<file path="config.mk">
export PLATFORM = sky130hd
export DESIGN_NAME = c1908_resp_misr
export DESIGN_NICKNAME = d
export VERILOG_FILES = /design/src/rtl/c1908_resp_misr.sv
export SDC_FILE = /design/constraint.sdc
export NUM_CORES = 1
export LEC_CHECK = 0
export CAP_MARGIN = 20
export CORE_MARGIN = 8
export CORE_UTILIZATION = 43
export DETAILED_ROUTE_END_ITERATION = 7
export GPL_TIMING_DRIVEN = 0
export HOLD_SLACK_MARGIN = 0.15
export PLACE_DENSITY = 0.86
export SETUP_SLACK_MARGIN = 0.3
export SYNTH_ARGS = -nofsm -noshare
export SYNTH_HDL_FRONTEND = slang
export SYNTH_SLANG_ARGS = --single-unit
</file>
<file path="constraint.sdc">
create_clock -name clk -period 1.55 [get_ports clk]
set_input_delay 0.465 -clock clk [delete_from_list [all_inputs] [get_ports clk]]
set_output_delay 0.465 -clock clk [all_outputs]
set_load 0.05 [all_outputs]
</file>
<file path="src/rtl/c1908_resp_misr.sv">
// Response compactor for the c1908 flow: folds each 25-bit core output word into a
// MISR and reports the final signature plus a pass/fail against a golden value.
module c1908_resp_misr #(
  parameter int               WIDTH     = 25,
  parameter int               VEC_COUNT = 8,
  parameter logic [WIDTH-1:0] SEED      = '0,
  parameter logic [WIDTH-1:0] POLY      = WIDTH'(9)
) (
  input  logic             clk,
  input  logic             rst_n,
  input  logic             start,
  input  logic             abort,
  input  logic [WIDTH-1:0] golden,
  input  logic [WIDTH-1:0] resp,
  input  logic             resp_valid,
  output logic             busy,
  output logic             done,
  output logic [WIDTH-1:0] signature,
  output logic             pass,
  output logic [16:0]      vec_cnt
);

  typedef enum logic [1:0] {
    S_IDLE    = 2'd0,
    S_CAPTURE = 2'd1,
    S_DONE    = 2'd2
  } state_t;

  localparam logic [16:0] LAST_IDX = 17'(VEC_COUNT - 1);

  state_t           r_state;
  logic [WIDTH-1:0] r_sig;
  logic [WIDTH-1:0] r_golden;
  logic [16:0]      r_cnt;
  logic             r_busy;
  logic             r_done;
  logic             r_pass;

  logic [WIDTH-1:0] w_sig_next;
  logic             w_last;

  // Shift left, fold the outgoing MSB back through the taps, then mix in the response.
  assign w_sig_next = {r_sig[WIDTH-2:0], 1'b0} ^ (r_sig[WIDTH-1] ? POLY : '0) ^ resp;
  assign w_last     = (r_cnt == LAST_IDX);

  // NOTE: every register here uses non-blocking assignments so all state updates
  // observe the pre-edge values, regardless of statement order in the block.
  always_ff @(posedge clk or negedge rst_n) begin
    if (!rst_n) begin
      r_state  <= S_IDLE;
      r_sig    <= '0;
      r_golden <= '0;
      r_cnt    <= '0;
      r_busy   <= 1'b0;
      r_done   <= 1'b0;
      r_pass   <= 1'b0;
    end else if (abort) begin
      // Abort keeps the partial signature and count visible for debug.
      r_state <= S_IDLE;
      r_busy  <= 1'b0;
      r_done  <= 1'b0;
      r_pass  <= 1'b0;
    end else begin
      unique case (r_state)
        S_IDLE, S_DONE: begin
          if (start) begin
            r_state  <= S_CAPTURE;
            r_sig    <= SEED;
            r_cnt    <= '0;
            r_golden <= golden;
            r_busy   <= 1'b1;
            r_done   <= 1'b0;
            r_pass   <= 1'b0;
          end
        end
        S_CAPTURE: begin
          if (resp_valid) begin
            r_sig <= w_sig_next;
            r_cnt <= r_cnt + 17'd1;
            if (w_last) begin
              r_state <= S_DONE;
              r_busy  <= 1'b0;
              r_done  <= 1'b1;
              r_pass  <= (w_sig_next == r_golden);
            end
          end
        end
        default: begin
          r_state <= S_IDLE;
          r_busy  <= 1'b0;
          r_done  <= 1'b0;
          r_pass  <= 1'b0;
        end
      endcase
    end
  end

  assign busy      = r_busy;
  assign done      = r_done;
  assign signature = r_sig;
  assign pass      = r_pass;
  assign vec_cnt   = r_cnt;

endmodule

</file>
==> results.md, run 1 <==
Run status:
- The flow ran to the end, but the final reports show violations.
- The final reports fail on negative setup slack.

Place:
- The placed instance area is 4910 sq um.
- The placed wire-length estimate after detailed placement is 7328 um.
- Prior to clock tree synthesis, the placed netlist has a worst setup slack of -0.8132 ns.
- The final weighted congestion of routability-driven global placement is 0.8445.
- The port buffer count is 99.
- Once placement completed, the tool counted placed cells totaling 551.

Clocking:
- The clock latency on the worst-skew pair is 0.36 ns.
- In this run the number of H-tree levels came out at 3.
- CTS placed an instance of clkbuf_8 at the clock tree root.
- TritonCTS built the clock tree.
- The longest clock path from root to sink contains 2 buffers.
- In this run, CTS created clock tree buffers numbering 9.
- The tree built by TritonCTS fans out to 71 sinks.
- Clock-pin slew was measured on the worst setup and hold paths at 0.09 ns.

Global route:
- Across every metal layer, demand over resource in global routing totals 0.2500.
- The total global routing overflow is 0.
- The first global-routing pass estimated 21,800 um of wire.
- The initial antenna violation count is 0.
- Entering global routing, the biggest net connects 72 pins.
- The via count of the first global-routing pass is 3,934.

Routing:
- After detailed routing, the number of vias per cell comes to 6.174.
- The average wire per standard cell is 28.04 um.
- The DRC violations left is 0.
- The routed design has 18,170 um of wire.
- Detailed routing inserted a total of 4,001 vias.
- The initial DRC count is 369.
- For this run, the detailed router's first-pass iteration total came to 5.
- The number of antenna-violating nets in the routed design is 0.

Critical path:
- The worst-case reg-to-reg path depth is 7.
- The end of the worst register-to-register path is vec_cnt[13].
- The critical register-to-register path startpoint is vec_cnt[6].
- The setup check on the worst reg-to-reg path leaves a slack of -0.49 ns.
- For the worst setup path, the data required time is 1.80 ns.
- The top fanout value on the critical path is 3.
- The origin of the worst setup path is vec_cnt[6].
- The worst setup path is of the reg2reg kind.
- STA classifies the critical path endpoint as a flop.
- The data arrival time of the critical path is 2.29 ns.
- The worst setup path is launched from a flop.

Layout:
- The area taken by multi-input logic gates is 2441 sq um.
- The filler cell count in the final layout is 271.
- The final non-filler cell area is 6865 sq um.
- The final layout contains 597 nets.
- The number of antenna diodes in the final layout is 0.
- In the layout the commonest cells are buf_4 (48), buf_8 (40), clkdlybuf4s50_1 (40).
- The count of placed standard cells in the final layout, fillers left out is 648.
- Leaving out fill and tap cells, the most frequent cell in the layout is buf_4.
- From synthesis to final layout, the design area changed by 100.2%.
- At the end of the flow the core is filled with cells to 0.8884.
- The sequential cell area is 1823 sq um.
- The fraction of final layout cells with drive strength greater than 1 is 0.6264.

Floorplan:
- The die is 105.3 um tall.
- The floorplan die width is 105.3 um.
- The count of standard-cell rows is 32.
- For this design the top-level I/O count stands at 100.
- The die outline area is 11,090 sq um.
- For this configuration, the core starts out at a cell density of 0.4438.
- In this run the standard cell core region covers 7727 sq um.

STA:
- Setup repair after global routing could not meet its margin everywhere.
- The routed design could run at a clock period as short as 2.036 ns.
- Of the available clock period, the critical path in the final layout requires 1.314.
- The number of hold violations in the final report is 0.
- The total setup violations reported at the end of the flow is 49.
- The worst slack on hold paths is 0.2069 ns.
- The clock arrives with 0.01476 ns of skew.
- For the pin with the worst max-slew slack, the measured transition is 0.9058 ns.
- The setup TNS is -6.203 ns.
- Measured against its own limit, the worst slew margin works out to 0.3961.
- The post-route worst setup slack is -0.4861 ns.
- Derived from the worst setup path, the maximum achievable clock frequency is 0.4911 GHz.
- The count of final max-slew check failures is 0.

Run:
- Max-cap violations in this run came to 0.

Synthesis:
- The number of nets handed over by synthesis was 406.
- The number of warning messages in the yosys log is 0.
- The post-synthesis instance area is 3430 sq um.
- The average instance area after synthesis is 9.799 sq um.
- The netlist uses 31 different library cells.
- The share of the Yosys chip area taken by registers is 0.5181.
- After technology mapping, the gate count stands at 350.
- The number of storage elements in the synthesis netlist is 71.

Power:
- The internal power of the cells totals 4.441 mW.
- The reported leakage power is 3.144 nW.
- Of the total power, the clock network draws 0.236.
- The relative contribution of combinational cells to total power is 0.412.
- The sequential share of power is 0.352.
- The switching share of power is 0.3913.
- Power comes to 7.297 mW.
- IR analysis of the VDD net gives a maximum drop of 0.0009939 V.
- For this design the total switching power over the nets is 2.855 mW.
- The total power density per cell area is 1063 nW/um^2.

Worst hold path:
- The kind of path behind the tightest hold check is in2async.
[cell type report]
class | count | share of cell area
clock inverter | 5 | 0.01203
multi-input combinational | 265 | 0.3556
clock buffer | 11 | 0.01914
timing repair buffer | 179 | 0.2829
tap | 102 | 0.01859
sequential | 71 | 0.2655
buffer | 15 | 0.04629
[Yosys cell counts]
master     instances  share of area
and3_1             2         0.0036
ha_1               1         0.0036
o21ai_0           27          0.039
mux2_2             1         0.0033
o21ai_1            1         0.0015
dfrtp_1           71           0.52
a2111oi_4          2          0.016
xnor2_1           38          0.097
nor2_1            16          0.018
a211oi_1           2         0.0044
clkbuf_1          13          0.014
buf_1              2         0.0022
nor4_1             6          0.011
mux2_1             1         0.0033
xor2_2             1         0.0047
o31ai_2            1         0.0036
and4_1             1         0.0026
xnor3_2            1         0.0069
nand3_1           35          0.051
nand4_1            8          0.015
xnor2_2            1         0.0047
or4_4              1         0.0033
a21bo_2            1         0.0029
xor2_1            23          0.059
and2_1             1         0.0018
or3_1              2         0.0036
nand2b_1           2         0.0036
nand2_1           86          0.094
a21oi_1            1         0.0015
nand3b_2           1         0.0033
nor3b_2            1         0.0036
[flip-flops by register name (all words and copies together), names as in the netlist]
| signal | count |
|---|---|
| r_state | 1 |
| r_golden | 25 |
| vec_cnt | 17 |
| done | 1 |
| pass | 1 |
| busy | 1 |
| signature | 25 |
[what timing repair did]
item                                    CTS  global route
endpoints found under the setup margin  116           116
gates resized for setup                 461           106
setup buffers                            42            30
hold buffers                              0             0
gates cloned                              8             1
pin swaps                                55            33
[worst max-delay path: stages (launching register included)]
cell and delay [ns]:
dfrtp_2 0.43, nand4_1 0.30, buf_4 0.27, a2111oi_4 0.33
buf_4 0.22, nand3_2 0.08, xor2_1 0.20, nor2_1 0.09
[cells by family after synthesis]
group,Yosys count,synth area share
fa+ha+maj,1,0.003648
mux,2,0.006566
compound gates,35,0.06931
flops,71,0.5181
buf+inv,15,0.01642
xor+xnor,64,0.1722
simple gates,162,0.2138
[power by group through the flow]
stage / logic (mW) / registers, mW / clock network [mW]
6_report: 3.01 / 2.57 / 1.72
3_3_place_gp: 1.97 / 2.45 / 0
5_1_grt: 3.11 / 2.58 / 1.77
4_1_cts: 2.45 / 2.48 / 1.64
3_5_place_dp: 1.99 / 2.47 / 0
2_1_floorplan: 0.822 / 2.90 / 0
[how the worst max path moves through the flow]
| stage | endpoint | slack, ns | cells past startpoint |
|---|---|---|---|
| 2_1_floorplan | pass | -0.19 | 4 |
| 3_3_place_gp | signature[9] | -2.60 | 1 |
| 3_5_place_dp | pass | -0.81 | 6 |
| 4_1_cts | pass | -0.27 | 5 |
| 5_1_grt | vec_cnt[13] | -0.47 | 7 |
| 6_report | vec_cnt[13] | -0.49 | 7 |
[per-layer routing]
| metal | share of wire | wire length [um] | global-route usage | vias to the layer above |
|---|---|---|---|---|
| met3 | 0.085 | 1543 | 0.04933 | 118 |
| met2 | 0.50 | 9047 | 0.4213 | 340 |
| li1 | - | - | - | 1558 |
| met4 | 0.067 | 1224 | 0.1376 | 0 |
| met5 | 0 | 0 | 0 | - |
| met1 | 0.35 | 6357 | 0.2934 | 1985 |
Power figures use the tool's default switching activity.
==> run 2: changes to the inputs <==
- CORE_UTILIZATION: 43 -> 48
- CTS_CLUSTER_SIZE: unset -> 20
- PLACE_DENSITY: 0.86 -> 0.82
- clock period: 1.55 -> 2.31 ns (I/O delays scaled with it)
==> results.md, run 2 (synthesis gave the netlist of run 1 again) <==
Critical path:
- The top fanout value on the critical path is 2.
- The data arrival time of the critical path is 2.25 ns.
- The worst register-to-register path begins at signature[24].
- The worst setup path is of the in2reg kind.
- The endpoint of the worst setup timing path is pass.
- The element type at the critical path end is a flop.
- The category of the worst setup path launch point is an input port.
- The worst-case reg-to-reg path depth is 5.
- For the worst setup path, the data required time is 2.55 ns.
- The origin of the worst setup path is resp[13].
- In this run the critical register-to-register path is captured at pass.
- The setup check on the worst reg-to-reg path leaves a slack of 0.45 ns.

Global route:
- The via count of the first global-routing pass is 3,291.
- The largest net degree at the start of global routing is 72.
- The global-route usage over all layers is 0.1964.
- The first global-routing pass estimated 15,630 um of wire.
- The initial antenna violation count came to 0.
- Summed over all layers, the global routing overflow is 0.

Clocking:
- The clock tree synthesis step divided the H-tree into 3 levels.
- The clock tree root buffer cell is clkbuf_8.
- The number of buffers on the longest clock path is 2.
- The sink count of the clock tree is 71.
- Clock-pin slew was measured on the worst setup and hold paths at 0.07 ns.
- In this run, post-CTS hold repair placed 0 buffers.
- The clock latency on the worst-skew pair is 0.33 ns.
- The total CTS buffers is 9.
- TritonCTS built the clock tree.

Layout:
- The filler cell count in the final layout is 555.
- In the layout the commonest cells are nand2_1 (85), dfrtp_1 (71), clkdlybuf4s50_1 (38).
- The repair_antennas step left the layout with diodes totalling 0.
- For this run, the post-layout net count is 521.
- The most common library cell in the layout ignoring fill and taps is nand2_1.
- The fraction of final layout cells with drive strength greater than 1 is 0.1838.
- The count of placed standard cells in the final layout, fillers left out is 567.
- The sequential cells in the finished layout cover a total of 1777 sq um.
- Compared with the post-synthesis result, the final layout area differs by 39.33%.
- The area taken by multi-input logic gates is 1730 sq um.

Worst hold path:
- The path class of the tightest hold or removal check is in2async.

Floorplan:
- The core box area is 7098 sq um.
- In this run the horizontal extent of the chip is 100.5 um.
- The count of standard-cell rows is 31.
- The initial utilization of the core area, before any placement, comes to 0.4832.
- During I/O placement, the number of pins put on the boundary was 100.
- The floorplan step defined a die boundary enclosing 10,110 sq um.
- Measured along the y axis, the die boundary spans 100.5 um.

STA:
- Setup repair after global routing could not meet its margin everywhere.
- The relative max-transition margin is 0.4135.
- The count of final max-slew check failures was 0.
- Dividing the final minimum period by the clock period gives 0.8660.
- After routing, the total negative slack on setup checks comes to 0 ns.
- Setup violations remaining at the end of the flow were counted as 0.
- The number of hold violations in the final report came to 0.
- Based on the critical path, the design can be clocked at up to 0.4999 GHz.
- The clock tree skew after final layout is 0.007088 ns.
- The post-route worst setup slack is 0.3095 ns.
- The routed design could run at a clock period as short as 2.000 ns.
- At the pin with the least slew margin, the transition time is 0.8798 ns.

Run status:
- The run finished with clean final reports.

Run:
- The number of maximum-capacitance constraint violations is 0.

Routing:
- The via total after detailed routing is 3,008.
- In the routed design, unresolved DRC markers number 0.
- The via density per instance is 5.305.
- The initial DRC count is 139.
- The number of antenna-violating nets in the routed design is 0.
- The total wire length after detailed routing is 9510 um.
- After detailed routing, the average wire length per cell comes to 16.77 um.
- The detailed-router iteration count before antenna repair is 4.

Place:
- In this run the tool buffered the top-level ports with 99 buffer cells.
- The placed wire-length estimate after detailed placement is 6925 um.
- OpenSTA, run right after detailed placement, puts the worst setup slack at -0.3139 ns.
- Routability-driven placement finished with a final weighted congestion of 0.8824.
- The total placed cells including tap cells is 548.

Power:
- The reported leakage power is 2.265 nW.
- The power after layout is 3.803 mW.
- The maximum ir drop on the vdd rail is 0.0004463 V.
- The total power density per cell area is 795.8 nW/um^2.
-- run 2: area by class of cell --
cell class,instances,area share
flip-flops and latches,71,0.3718
multi-input cells,264,0.3621
repair buffers,104,0.1877
clock buffers,13,0.03116
well taps,99,0.02592
plain buffers,15,0.01493
clock inverters,1,0.006284
-- run 2: worst min path at each step --
| stage | start | end | slack [ns] |
|---|---|---|---|
| after floorplan | rst_n | busy | 0.40 |
| after global placement | r_golden[6] | r_golden[6] | 0.48 |
| after detailed placement | r_golden[15] | r_golden[15] | 0.48 |
| after CTS | rst_n | vec_cnt[4] | 0.50 |
| after global routing | r_golden[20] | r_golden[20] | 0.53 |
| final | rst_n | vec_cnt[5] | 0.48 |
-- run 2: report_power, final --
part / total (mW) / switching [mW] / internal (mW)
clock: 0.936 / 0.417 / 0.519
sequential: 1.62 / 0.193 / 1.43
combinational: 1.25 / 0.775 / 0.473
total: 3.80 / 1.39 / 2.42
-- run 2: through the flow --
stage / utilization / cell area, sq um / hold slack [ns]
6_report: 0.6732 / 4778 / 0.4769
5_1_grt: 0.6732 / 4778 / 0.5265
4_1_cts: 0.6801 / 4827 / 0.5009
3_5_place_dp: 0.6399 / 4542 / 0.4838
3_3_place_gp: 0.6402 / 4544 / 0.4788
2_1_floorplan: - / 3430 / 0.3974
-- run 2: worst max-delay path: stages --
cell	delay, ns
clkdlybuf4s50_1	0.45
xnor2_2	0.24
xor2_1	0.17
nand2_1	0.06
or4_4	0.42
o31ai_2	0.21
-- run 2: routing by layer --
layer  part of all wire  global-route usage  wire [um]
met1               0.40              0.2215       3795
met2               0.51              0.3492       4885
met3              0.071             0.05456        672
met4              0.016             0.06279        156
met5                  0                   0          0
-- run 2: what timing repair did --
action / 4_1_cts / 5_1_grt
buffers inserted: 5 / 0
cloned: 0 / 0
setup endpoints to repair: 87 / 100
gates resized for setup: 100 / 66
pin swaps: 28 / 3
==> run 3: changes to the inputs <==
- CTS_CLUSTER_SIZE: 20 -> unset
- SKIP_CTS_REPAIR_TIMING: unset -> 1
==> results.md, run 3 (synthesis gave the netlist of run 1 again) <==
Global route:
- Entering global routing, the biggest net connects 72 pins.
- After global routing the overflow that remains totals 0.
- Across every metal layer, demand over resource in global routing totals 0.1899.
- The via count of the first global-routing pass is 3,196.
- The first global-routing pass estimated 15,170 um of wire.
- The initial antenna violation count is 0.

Clocking:
- The clock tree root buffer cell is clkbuf_8.
- The number of levels the H-tree was split into is 3.
- The clock transition time at the flip-flop clock pins of the worst setup and hold paths is 0.07 ns.
- The clock latency on the worst-skew pair is 0.33 ns.
- The clock passes through at most 2 buffers.
- The total CTS buffers is 9.
- The sink count of the clock tree is 71.
- TritonCTS built the clock tree.

Routing:
- After detailed routing, the number of remaining DRC violations is 0.
- After detailed routing, the number of vias per cell comes to 5.265.
- For this block, the initial DRC count from the detailed router was 100.
- The number of antenna-violating nets in the routed design is 0.
- The total wire length after detailed routing is 9580 um.
- The first TritonRoute pass finished after 4 iterations.
- The via total after detailed routing is 2,980.
- The average wire per standard cell is 16.93 um.

Place:
- The placed wire-length estimate after detailed placement is 6925 um.
- The total placed cells including tap cells is 548.
- The final weighted congestion of routability-driven global placement is 0.8824.
- The pre-CTS setup slack is -0.3139 ns.
- The port buffer count is 99.

Layout:
- The filler cell count in the final layout is 502.
- After the last flow step, the layout net total stands at 520.
- The end-of-flow core utilization is 0.6972.
- Leaving out fill and tap cells, the most frequent cells in the layout are nand2_1 (85), dfrtp_1 (71), clkdlybuf4s50_1 (50).
- Leaving out fill and tap cells, the most frequent cell in the layout is nand2_1.
- The count of cells in the finished layout, fillers not included, comes to 566.
- The multi-input combinational cells in the finished layout cover a total of 1678 sq um.
- The area added between synthesis and finish is 44.29%.
- The final antenna diode count is 0.
- In the final layout, flip-flops and latches occupy 1777 sq um.
- The fraction of final layout cells with drive strength greater than 1 is 0.1028.

Critical path:
- Walking the worst path, the cells encountered are clkdlybuf4s50_1 -> xnor2_2 -> xor2_2 -> nand4_1 -> or4_4 -> o31ai_2.
- Among all stages on the critical path, the largest delay is contributed by or4_4.
- The data required time at the worst endpoint is 2.55 ns.
- STA puts the critical path data arrival time at 2.45 ns.
- The top fanout value on the critical path is 2.
- In this design, the stage delay of the slowest critical-path cell is 0.49 ns.
- The category of the worst setup path launch point is an input port.
- The classification of the worst setup path is in2reg.
- The element type at the critical path end is a flop.

Floorplan:
- The count of standard-cell rows is 31.
- The initial core utilization is 0.4832.
- The vertical extent of the die is 100.5 um.
- The core box area is 7098 sq um.
- From left edge to right edge, the die measures 100.5 um.
- The floorplan step defined a die boundary enclosing 10,110 sq um.
- In this run the count of I/O pins placed on the die edge is 100.

STA:
- The clock tree skew after final layout is 0.008390 ns.
- Setup repair after global routing could not meet its margin everywhere.
- Setup violations remaining at the end of the flow were counted as 0.
- The slew at the pin closest to its max-slew limit is 0.8783 ns.
- Setup slack on the critical path of the routed design comes to 0.1019 ns.
- The shortest clock period the worst path allows after layout is 2.208 ns.
- In the finished design, the share of the clock period the worst path needs comes to 0.9559.
- The achievable clock frequency is 0.4529 GHz.
- The number of hold violations in the final report is 0.
- The count of final max-slew check failures is 0.
- The relative max-transition margin is 0.4145.
- After routing, the total negative slack on setup checks comes to 0 ns.

Power:
- The reported leakage power is 2.890 nW.
- Summing internal, switching and leakage power gives 3.831 mW.
- The share of total power dissipated in the clock network is 0.244.
- The internal power contribution is 2.469 mW.
- The maximum ir drop on the vdd rail is 0.0005199 V.
- The net load switching power is 1.362 mW.
- Dividing total power by cell area gives a power density of 774.1 nW/um^2.
- The relative contribution of combinational cells to total power is 0.336.
- The share of total power dissipated in sequential elements is 0.420.
- Of the total power, the share spent switching nets is 0.3556.

Run status:
- The flow ran to the end, and the final reports show no timing, DRC or antenna violations.

Run:
- The number of maximum-capacitance constraint violations is 0.

Worst hold path:
- In this run the worst hold path is classified as in2async.
[run 3: area by class of cell]
cell class,count,area share
plain buffers,15,0.01365
multi-input cells,264,0.3391
well taps,99,0.02503
flip-flops and latches,71,0.3590
clock inverters,1,0.006068
clock buffers,13,0.03009
repair buffers,103,0.2271
[run 3: worst paths after layout]
path,from,to,slack [ns],cells past startpoint
setup / recovery,resp[2],pass,0.10,6
hold / removal,rst_n,vec_cnt[5],0.47,1
setup reg to reg,signature[24],pass,0.44,5
hold reg to reg,r_golden[15],r_golden[15],0.50,2
max in group asynchronous,rst_n,signature[20],1.27,1
min in group clk,r_golden[15],r_golden[15],0.50,2
[run 3: routing by layer]
layer / up-vias / global-route usage / wire (um)
li1: 1396 / - / -
met1: 1452 / 0.2193 / 3801
met2: 122 / 0.3364 / 5045
met3: 10 / 0.05525 / 632
met4: 0 / 0.04535 / 102
met5: - / 0 / 0
[run 3: through the flow]
stage,cell area [sq um],hold WS [ns]
after floorplan,3430,0.3974
after detailed placement,4542,0.4838
final,4949,0.4740
after CTS,4721,0.5009
after global routing,4949,0.5277
after global placement,4544,0.4788
[run 3: power by group through the flow]
stage / Clock, mW / Sequential [mW] / Combinational (mW)
detailed placement: 0 / 1.62 / 1.25
CTS: 0.946 / 1.60 / 1.26
floorplan: 0 / 1.91 / 0.475
global placement: 0 / 1.61 / 1.23
global route: 0.993 / 1.63 / 1.37
finish: 0.935 / 1.61 / 1.29
[run 3: critical path, delay by kind of cell]
| family | cells | cell delay (ns) |
|---|---|---|
| simple gates | 2 | 0.62 |
| buf+inv | 1 | 0.44 |
| xor+xnor | 2 | 0.49 |
| compound gates | 1 | 0.21 |
